**src/rtl/keycode_repeat_mapper_pkg.sv**
```systemverilog
// keycode_pkg: keycode constants, command encodings, FSM states and the keycode decoder.
package keycode_pkg;
    typedef enum logic [2:0] {
        CUR_NONE  = 3'b000,
        CUR_LEFT  = 3'b001,
        CUR_RIGHT = 3'b010,
        CUR_UP    = 3'b011,
        CUR_DOWN  = 3'b100
    } cursor_e;
    typedef enum logic [1:0] {
        EDIT_NONE = 2'b00,
        EDIT_INC  = 2'b01,
        EDIT_DEC  = 2'b10,
        EDIT_DEL  = 2'b11
    } edit_e;
    typedef enum logic [1:0] {IDLE, DELAY, REPEAT} state_e;
    typedef struct packed {
        logic    valid;
        cursor_e cursor;
        edit_e   edit;
    } key_cmd_t;
    localparam logic [7:0] KC_W        = 8'h1A;
    localparam logic [7:0] KC_A        = 8'h04;
    localparam logic [7:0] KC_S        = 8'h16;
    localparam logic [7:0] KC_D        = 8'h07;
    localparam logic [7:0] KC_I        = 8'h0C;
    localparam logic [7:0] KC_K        = 8'h0E;
    localparam logic [7:0] KC_P        = 8'h13;
    localparam logic [7:0] KC_ROLLOVER = 8'h01;
    function automatic key_cmd_t decode_key(input logic [7:0] code);
        key_cmd_t c;
        c = '{valid: 1'b1, cursor: CUR_NONE, edit: EDIT_NONE};
        case (code)
            KC_W:    c.cursor = CUR_UP;
            KC_A:    c.cursor = CUR_LEFT;
            KC_S:    c.cursor = CUR_DOWN;
            KC_D:    c.cursor = CUR_RIGHT;
            KC_I:    c.edit = EDIT_INC;
            KC_K:    c.edit = EDIT_DEC;
            KC_P:    c.edit = EDIT_DEL;
            default: c.valid = 1'b0;
        endcase
        return c;
    endfunction
endpackage

```
**src/rtl/keycode_repeat_mapper_if.sv**
```systemverilog
// keycode_repeat_mapper_if: valid/ready command channel toward the editor FSM.
interface keycode_repeat_mapper_if;
    import keycode_pkg::*;
    logic    cmd_valid;
    logic    cmd_ready;
    cursor_e cmd_cursor;
    edit_e   cmd_edit;
    logic    cmd_repeat;
    logic    cmd_overrun;
    modport master (output cmd_valid, cmd_cursor, cmd_edit, cmd_repeat, cmd_overrun, input cmd_ready);
    modport slave (input cmd_valid, cmd_cursor, cmd_edit, cmd_repeat, cmd_overrun, output cmd_ready);
endinterface

```
**src/rtl/keycode_repeat_mapper_timer.sv**
```systemverilog
// typematic_timer: loadable down-counter with a zero flag; holds when neither load nor dec.
module typematic_timer #(
    parameter int CNT_W = 25
) (
    input  logic             clk,
    input  logic             Reset_n,
    input  logic             load,
    input  logic             dec,
    input  logic [CNT_W-1:0] load_val,
    output logic             zero
);
    logic [CNT_W-1:0] cnt;
    always_ff @(posedge clk or negedge Reset_n) begin
        if (!Reset_n) cnt <= '0;
        else if (load) cnt <= load_val;
        else if (dec && cnt != '0) cnt <= cnt - 1'b1;
    end
    assign zero = cnt == '0;
endmodule

```
**src/rtl/keycode_repeat_mapper.sv**
```systemverilog
// keycode_repeat_mapper: scans a boot-report keycode vector, maps WASD/IKP to editor
// commands with typematic repeat, and offers them through a one-deep valid/ready register.
module keycode_repeat_mapper
    import keycode_pkg::*;
#(
    parameter int NUM_KEYS     = 6,
    parameter int DELAY_CYCLES = 25_000_000,
    parameter int RATE_CYCLES  = 5_000_000,
    localparam int CNT_W = $clog2(DELAY_CYCLES > RATE_CYCLES ? DELAY_CYCLES : RATE_CYCLES)
) (
    input  logic                    clk,
    input  logic                    Reset_n,
    input  logic [8*NUM_KEYS-1:0]   keycodes,
    keycode_repeat_mapper_if.master cmd
);
    key_cmd_t         slot_cmd [NUM_KEYS];
    key_cmd_t         sel;
    logic [7:0]       sel_code;
    logic [7:0]       active;
    logic             rollover;
    state_e           state, state_n;
    logic             ev, ev_rpt, t_load, t_dec, t_zero;
    logic [CNT_W-1:0] t_val;
    for (genvar g = 0; g < NUM_KEYS; g++) begin : g_dec
        assign slot_cmd[g] = decode_key(keycodes[8*g +: 8]);
    end
    // Downward scan so the lowest-index mapped slot wins.
    always_comb begin
        sel      = '0;
        sel_code = '0;
        rollover = 1'b1;
        for (int i = NUM_KEYS - 1; i >= 0; i--) begin
            rollover = rollover & (keycodes[8*i +: 8] == KC_ROLLOVER);
            if (slot_cmd[i].valid) begin
                sel      = slot_cmd[i];
                sel_code = keycodes[8*i +: 8];
            end
        end
    end
    always_comb begin
        state_n = state;
        ev      = 1'b0;
        ev_rpt  = 1'b0;
        t_load  = 1'b0;
        t_dec   = 1'b0;
        t_val   = CNT_W'(DELAY_CYCLES - 1);
        if (!rollover) begin
            if (state == IDLE) begin
                if (sel.valid) begin
                    ev      = 1'b1;
                    t_load  = 1'b1;
                    state_n = DELAY;
                end
            end else if (!sel.valid) begin
                state_n = IDLE;
            end else if (sel_code != active) begin
                ev     = 1'b1;
                t_load = 1'b1;
            end else if (t_zero) begin
                ev      = 1'b1;
                ev_rpt  = 1'b1;
                t_load  = 1'b1;
                t_val   = CNT_W'(RATE_CYCLES - 1);
                state_n = REPEAT;
            end else begin
                t_dec = 1'b1;
            end
        end
    end
    always_ff @(posedge clk or negedge Reset_n) begin
        if (!Reset_n) begin
            state  <= IDLE;
            active <= '0;
        end else begin
            state <= state_n;
            if (ev && !ev_rpt) active <= sel_code;
        end
    end
    typematic_timer #(.CNT_W(CNT_W)) u_timer (
        .clk      (clk),
        .Reset_n  (Reset_n),
        .load     (t_load),
        .dec      (t_dec),
        .load_val (t_val),
        .zero     (t_zero)
    );
    // Repeats keep their own cadence; a full register drops the event instead of stalling.
    always_ff @(posedge clk or negedge Reset_n) begin
        if (!Reset_n) begin
            cmd.cmd_valid   <= 1'b0;
            cmd.cmd_cursor  <= CUR_NONE;
            cmd.cmd_edit    <= EDIT_NONE;
            cmd.cmd_repeat  <= 1'b0;
            cmd.cmd_overrun <= 1'b0;
        end else begin
            cmd.cmd_overrun <= ev && cmd.cmd_valid && !cmd.cmd_ready;
            if (ev && (!cmd.cmd_valid || cmd.cmd_ready)) begin
                cmd.cmd_valid  <= 1'b1;
                cmd.cmd_cursor <= sel.cursor;
                cmd.cmd_edit   <= sel.edit;
                cmd.cmd_repeat <= ev_rpt;
            end else if (cmd.cmd_ready) begin
                cmd.cmd_valid <= 1'b0;
            end
        end
    end
endmodule
```
**src/flat_wrapper.sv**
```systemverilog
// flat-port wrapper written by rule: the top's interface ports become plain ports
module keycode_repeat_mapper_flat import keycode_pkg::*;
#(
    parameter int NUM_KEYS     = 6,
    parameter int DELAY_CYCLES = 25_000_000,
    parameter int RATE_CYCLES  = 5_000_000,
    localparam int CNT_W = $clog2(DELAY_CYCLES > RATE_CYCLES ? DELAY_CYCLES : RATE_CYCLES)
)
  (clk, Reset_n, keycodes, cmd_cmd_valid, cmd_cmd_cursor, cmd_cmd_edit, cmd_cmd_repeat, cmd_cmd_overrun, cmd_cmd_ready);
  keycode_repeat_mapper_if cmd_i ();
  input  logic clk;
  input  logic Reset_n;
  input  logic [8*NUM_KEYS-1:0] keycodes;
  output wire logic [$bits(cmd_i.cmd_valid)-1:0] cmd_cmd_valid;
  output wire logic [$bits(cmd_i.cmd_cursor)-1:0] cmd_cmd_cursor;
  output wire logic [$bits(cmd_i.cmd_edit)-1:0] cmd_cmd_edit;
  output wire logic [$bits(cmd_i.cmd_repeat)-1:0] cmd_cmd_repeat;
  output wire logic [$bits(cmd_i.cmd_overrun)-1:0] cmd_cmd_overrun;
  input wire logic [$bits(cmd_i.cmd_ready)-1:0] cmd_cmd_ready;
  assign cmd_cmd_valid = cmd_i.cmd_valid;
  assign cmd_cmd_cursor = cmd_i.cmd_cursor;
  assign cmd_cmd_edit = cmd_i.cmd_edit;
  assign cmd_cmd_repeat = cmd_i.cmd_repeat;
  assign cmd_cmd_overrun = cmd_i.cmd_overrun;
  assign cmd_i.cmd_ready = cmd_cmd_ready;
  keycode_repeat_mapper #(.NUM_KEYS(NUM_KEYS), .DELAY_CYCLES(DELAY_CYCLES), .RATE_CYCLES(RATE_CYCLES)) u_core (.clk(clk), .Reset_n(Reset_n), .keycodes(keycodes), .cmd(cmd_i));
endmodule
```
**config.mk**
```make
export PLATFORM = sky130hd
export DESIGN_NAME = keycode_repeat_mapper_flat
export DESIGN_NICKNAME = d
export VERILOG_FILES = /design/src/rtl/keycode_repeat_mapper_pkg.sv /design/src/rtl/keycode_repeat_mapper_if.sv /design/src/rtl/keycode_repeat_mapper_timer.sv /design/src/rtl/keycode_repeat_mapper.sv /design/src/flat_wrapper.sv
export SDC_FILE = /design/constraint.sdc
export NUM_CORES = 1
export LEC_CHECK = 0
export ABC_AREA = 1
export CORE_MARGIN = 5
export CORE_UTILIZATION = 40
export DETAILED_ROUTE_END_ITERATION = 6
export SETUP_SLACK_MARGIN = 0.4
export SLEW_MARGIN = 20
export SYNTH_ARGS = -nofsm -noshare
export SYNTH_HDL_FRONTEND = slang
export SYNTH_HIERARCHICAL = 1
export SYNTH_SLANG_ARGS = --single-unit
```
**constraint.sdc**
```tcl
create_clock -name clk -period 2.3 [get_ports clk]
set_input_delay 0.23 -clock clk [delete_from_list [all_inputs] [get_ports clk]]
set_output_delay 0.23 -clock clk [all_outputs]
set_load 0.005 [all_outputs]
```
Word-level counts from Yosys, hierarchy flattened

Index checks and enable logic that the tools add are counted.
W data, S select, Z words.

Bitwise operators: 6
Add/subtract/negate cells: 1
Muxes and demuxes: 59
Reduce and logical (&&, ||, !) cells: 21
Equal/unequal tests: 52

Operators by type and width:

| kind                    | count |
|---|---|
| $mux W25                | 7 |
| $eq A8 B5 Y1 const B    | 18 |
| $eq A8 B3 Y1 const B    | 12 |
| $eq A8 B4 Y1 const B    | 12 |
| $pmux W3 S4             | 6 |
| $eq A8 B1 Y1 const B    | 6 |
| $mux W8                 | 6 |
| $reduce_or A7 Y1        | 6 |
| $mux W6                 | 6 |
| $pmux W2 S3             | 6 |
| $logic_not A25 Y1       | 1 |
| $reduce_bool A25 Y1     | 1 |
| $sub A25 B1 Y25 const B | 1 |
| $mux W1                 | 23 |
| $mux W2                 | 5 |
| $ne A8 B8 Y1            | 1 |
| $ne A3 B3 Y1 const B    | 2 |
| $and A1 B1 Y1           | 5 |
| $logic_and A1 B1 Y1     | 5 |
| $reduce_and A4 Y1       | 1 |
| $reduce_bool A2 Y1      | 2 |
| $logic_not A1 Y1        | 3 |
| $logic_not A2 Y1        | 1 |
| $ne A2 B1 Y1 const B    | 1 |
| other kinds (2)         | 2 |

Register bits: 43
Bits of input ports: 51
Output and inout port bits: 8
Logic and storage cells: 147

Logic depth before layout (Yosys ltp)

Depth after elaboration: 17
Mapped depth: 28
Depth with buffers taken out: 27

By module

The synthesis kept the hierarchy.

Modules (own cells, without submodules):

| module                | instances | sequential area each (um2) | area an instance (um2) | cells each |
|---|---|---|---|---|
| keycode_repeat_mapper | 1         | 450.4                      | 2522.4                 | 454 |
| typematic_timer       | 1         | 625.6                      | 1938.1                 | 300 |

Least setup slack after synthesis

No wires, ideal clock.

Path kind: input -> register
From: input port keycodes[14]
To: register u_core.u_timer.cnt[21]
Library setup time: 0.069 ns
Required time: 2.231 ns
Cell stages on the path: 24
Arrival time: 2.603 ns
Path buffers: 3
Path slack: -0.372 ns
Cell sequence: inv_1 nand2_1 nor2_1 nand2_2 nor3b_1 nor2_1 nand2_1 buf_4 a21oi_1 nand2_1 nand2_1 nand2_1 nand2_1 nand2_1 nand2_2 nor2_8 nand3_4 nand2_1 inv_1 inv_1 buf_2 clkbuf_1 nand3_1 nand3_1

Elaborated cells on any way between the ends: 33
Classes of those cells: 9 x eq/ne; 19 x mux; 2 x bitwise; 3 x reduce/logical

RTL lines:

| what                                           | line                              | text |
|---|---|---|
| start: declaration                             | flat_wrapper.sv:13                | `input logic [8*NUM_KEYS-1:0] keycodes;` |
| $eq A8 B5 Y1 (tied with other cells)           | keycode_repeat_mapper_pkg.sv:33   | `case (code)` |
| $reduce_or A7 Y1 (no line)                     | -                                 |  |
| $mux W1                                        | keycode_repeat_mapper_pkg.sv:33   |  |
| $mux W8 (2 in a row)                           | keycode_repeat_mapper.sv:34       | `if (slot_cmd[i].valid) begin` |
| $ne A8 B8 Y1                                   | keycode_repeat_mapper.sv:56       | `end else if (sel_code != active) begin` |
| $mux W1 (3 in a row)                           | -                                 |  |
| $mux W1 *                                      | -                                 |  |
| named net u_core.ev                            | keycode_repeat_mapper.sv:22       | `logic ev, ev_rpt, t_load, t_dec, t_zero;` |
| $mux W25 or $reduce_bool A2 Y1 (tied branches) | -                                 |  |
| end signal: assignment                         | keycode_repeat_mapper_timer.sv:15 | `else if (load) cnt <= load_val;` |
| end signal: assignment                         | keycode_repeat_mapper_timer.sv:16 | `else if (dec && cnt != '0) cnt <= cnt - 1'b1;` |
| end: declaration                               | keycode_repeat_mapper_timer.sv:12 | `logic [CNT_W-1:0] cnt;` |

The timed path passes the listed nets; every way through them passes the cells marked *.
A chain may end at the register's enable or synchronous reset.

Final worst setup path

From: input port keycodes[0]
To: register u_core.u_timer.cnt[12]

Elaborated cells on any way between the ends: 30
Classes of those cells: 9 x eq/ne; 17 x mux; 1 x bitwise; 3 x reduce/logical

RTL lines:

| what                                 | line                              | text |
|---|---|---|
| $eq A8 B5 Y1 (tied with other cells) | keycode_repeat_mapper_pkg.sv:33   |  |
| $reduce_or A7 Y1 (no line)           | -                                 |  |
| $mux W1                              | keycode_repeat_mapper_pkg.sv:33   |  |
| $mux W8                              | keycode_repeat_mapper.sv:34       |  |
| $ne A8 B8 Y1                         | keycode_repeat_mapper.sv:56       |  |
| $mux W25                             | keycode_repeat_mapper.sv:56       |  |
| $mux W25                             | keycode_repeat_mapper.sv:54       | `end else if (!sel.valid) begin` |
| $mux W25                             | keycode_repeat_mapper.sv:48       | `if (state == IDLE) begin` |
| $mux W25 *                           | keycode_repeat_mapper.sv:47       | `if (!rollover) begin` |
| named net u_core.t_val[12]           | keycode_repeat_mapper.sv:23       | `logic [CNT_W-1:0] t_val;` |
| $mux W25 *                           | keycode_repeat_mapper_timer.sv:15 |  |

Marks and branches as above.

==> impl_results.md <==
- Status: finished with violations
- Violated checks: negative setup slack
- Most frequent cells in the layout: 228 x buf_4, 139 x nand2_1, 105 x nand2_2, 69 x nor2_1, 50 x inv_1
- First-pass iteration count of the detailed router: 6
- CP Launch Type: primary input
- Cells after synthesis: ~750
- Total Wirelength: ~22 mm
- Overall Global Routing Usage: 0.293
- Total CTS buffers: 5
- Max incr delay on CP: between 300 and 400 ps
- Routed wire per std cell: 18.2 um
- Setup Skew: between 15 and 20 ps
- PortBufs: between 50 and 60
- Final core area utilization: 0.792
- CTS tree: built
- Final WS setup: -483 ps
- Met3 Usage GRT: 0.0366
- Yosys cell types: 43
- Period utilization: 1.21
- Placement-stage cell area: around 0.0063 sq mm
- Crit Path Class: in2reg
- Synth Warn #: 6
- Initial drt markers: a little under 700
- PD cells: between 500 and 600 mW/mm^2
- Most common cell after layout, fill and taps aside: buf_4
- Starting Density: 0.410
- Maximum clock frequency: between 0.3 and 0.4 GHz
- Post-Place Setup Slack: -990 ps
- Width of the die: ~120 um
- VDD IR max: 0.558 mV
- Rows: 38
- Clock Path Buffers: 2
- CTS root buf: clkbuf_8
- # DRC: 0
- H-tree depth: 2
- Post-DRT Antenna Nets: 0
- Ant diodes: 0
- Cell count along the critical path: 22
- I/O Pins: 59
- Area of the multi-input gates: about 0.0042 sq mm
- DP HPWL: between 10 and 15 mm
- Cell area after layout: approximately 0.0086 sq mm
- Slowest cell on the critical path: nand4_1
- Layout cells sized above 1: 0.597
- Register Area: between 0.001 and 0.0015 sq mm
- CP startpoint: keycodes[0]
- Gpl congestion: ~0.9
- Top delay family on crit path: simple AND/OR/NAND/NOR gates
- Slew Viols, Final: 0
- Setup TNS: -16,880 ps
- Hold WC Path Type: in2async
- Critical path cell sequence: buf_2 -> nand2_2 -> inv_1 -> nand3_2 -> nand2_2 -> nor2_1 -> nand4_1 -> buf_12 -> a21oi_4 -> nand2_2 -> nand2_2 -> nand2_2 -> nand2_2 -> nand2_4 -> nor2_8 -> buf_4 -> buf_6 -> buf_6 -> nand4_1 -> buf_4 -> nand2_1 -> nand3_2
- CP dominant cell by count: nand2_2
- Final min period: 2780 ps
- Max Cap Violations: 0
- Die Ht: ~120 um
- Vias in the first global route: approximately 6,500
- CTS Sinks: 43
- Leakage Power: roughly 0.0045 uW
- Reg-to-reg critical path startpoint: u_core/u_timer/cnt[1]
- Critical Path AT: 2970 ps
- Clock slew at reported path FFs: 100 ps
- First-pass GRT wire length: between 30 and 40 mm
- CP Capture Type: register
- Register-to-Register Path Depth: 18
- Bufs and invs on worst path: 7
- Syn Area/Cell: slightly below 6 sq um
- Reg2Reg Setup Slack: -150 ps
- Synth-to-Final Area Change: 93.4%
- RSZ-0062 raised after global routing: true
- Largest net degree at the start of global routing: 17
- Nets: ~1,100
- Final Hold Vio Count: 0
- Post-Layout Cell Count: roughly 1,200
- Vias per inst: about 5.5
- Worst R2R End: u_core/u_timer/cnt[6]
- Via count: just under 7,000
- Antenna violations before repair: 0
- Register area share after synthesis: 0.241
- Met2 Resource Use GR: 0.520
- GR met1 Demand/Resource: 0.358
- Max FO, Critical Path: 7
- Final setup viols: 43
- WP data required: about 2500 ps
- Worst-Skew Late Latency: around 320 ps
- GRT overflow: 0
- Final-layout fill cell count: a little under 700
- Die area: roughly 0.013 sq mm
- Busiest grt layer: met2
- Placeable Area: roughly 0.011 sq mm
- Cell Count Post-Placement: 1,084
- Worst setup path end: u_core/u_timer/cnt[12]
- Yosys reg bits: between 40 and 50
- Synth Cell Area: 0.00446 sq mm
==> sequential cells by signal, summed over array words and instances (netlist names) <==
signal	count
u_core/active	8
u_core/cmd.cmd_cursor	3
u_core/cmd.cmd_edit	2
u_core/cmd.cmd_overrun	1
u_core/cmd.cmd_repeat	1
u_core/cmd.cmd_valid	1
u_core/state	2
u_core/u_timer/cnt	25
==> report_power, final <==
part	switching (uW)	total, uW	internal (uW)
registers	344	1350	1000
clock network	310	634	324
logic	1750	2990	1240
==> final cells by class <==
cell class	instances	share of cell area
inverter	88	0.0458
timing repair buffer	319	0.307
clock inverter	3	0.00508
timing repair inverter	1	0.00102
tap	140	0.0203
multi-input combinational	626	0.488
sequential	43	0.125
clock buffer	5	0.00798
==> worst register-to-register path, stage by stage (launching register included) <==
cell     delay [ps]
dfrtp_1         390
inv_1           120
ha_1            170
inv_1            50
nor2_1           90
nand2_1          60
nor2_1          200
nand3_4         130
inv_1           170
nor2_1          110
nand3_4         160
nand2_4          90
inv_8            80
buf_4           130
inv_6            50
nand2_1          90
nand2_1          90
nand2_1          80
nand2_1          80
==> through the flow <==
| stage | power [uW] | hold WS [ps] |
|---|---|---|
| 6_report | 4970 | 358 |
| 5_1_grt | 5280 | 383 |
| 4_1_cts | 4560 | 365 |
| 3_5_place_dp | 3490 | 171 |
| 3_3_place_gp | 3440 | 161 |
| 2_1_floorplan | 2790 | -65.6 |
==> Yosys cell counts (all sizes together) <==
master / n / area [sq um]
clkbuf: 4 / 15.0
o21a: 1 / 7.51
nand2: 280 / 1110
nand3: 85 / 483
a211oi: 1 / 7.51
a21oi: 29 / 145
dfrtp: 43 / 1080
a311oi: 1 / 8.76
nor4: 3 / 18.8
o2111ai: 1 / 8.76
nor3: 10 / 65.1
inv: 87 / 327
o21ai: 19 / 125
xnor2: 6 / 52.6
conb: 2 / 7.51
clkinv: 1 / 8.76
ha: 2 / 25.0
nor3b: 1 / 7.51
o221ai: 1 / 8.76
nand4: 21 / 131
a31oi: 1 / 6.26
buf: 12 / 114
nand3b: 7 / 65.1
xor2: 4 / 35.0
or2: 3 / 18.8
and2: 1 / 6.26
nor2: 128 / 576
==> timing repair <==
action | CTS | global route
hold buffers | 1 | 0
gates cloned | 7 | 0
endpoints found under the hold margin | 14 | 0
resized for setup | 413 | 158
setup endpoints to repair | 43 | 43
pin swaps | 111 | 89
buffers inserted | 110 | 15
==> layer usage <==
metal  wire length (um)  vias up
li1                   -     3054
met1               8380     3175
met2              10700      404
met3               1560      160
met4               1590        0
met5                  0        -
==> worst min-delay path by stage <==
stage	to	slack, ps	start
after floorplan	u_core/active[0]	-70	Reset_n
after global placement	u_core/u_timer/cnt[0]	160	Reset_n
after detailed placement	u_core/u_timer/cnt[1]	170	Reset_n
after CTS	u_core/u_timer/cnt[1]	360	Reset_n
after global routing	u_core/u_timer/cnt[1]	380	Reset_n
final	u_core/u_timer/cnt[1]	360	Reset_n
==> logic make-up (layout without fill, tap and decap cells) <==
group                      count (synthesis)  in the layout  share of synthesized area
and+or+nand+nor                          539            543                      0.557
buffers and inverters                    104            416                      0.104
AOI/OAI and AO/OA                         54             54                     0.0713
DFF                                       43             43                      0.241
xor gates and xnor gates                  10             10                     0.0196
adders and majority gates                  2              2                    0.00561
other                                      2             17                    0.00168
Note: power is estimated with default switching activity, not from simulation.
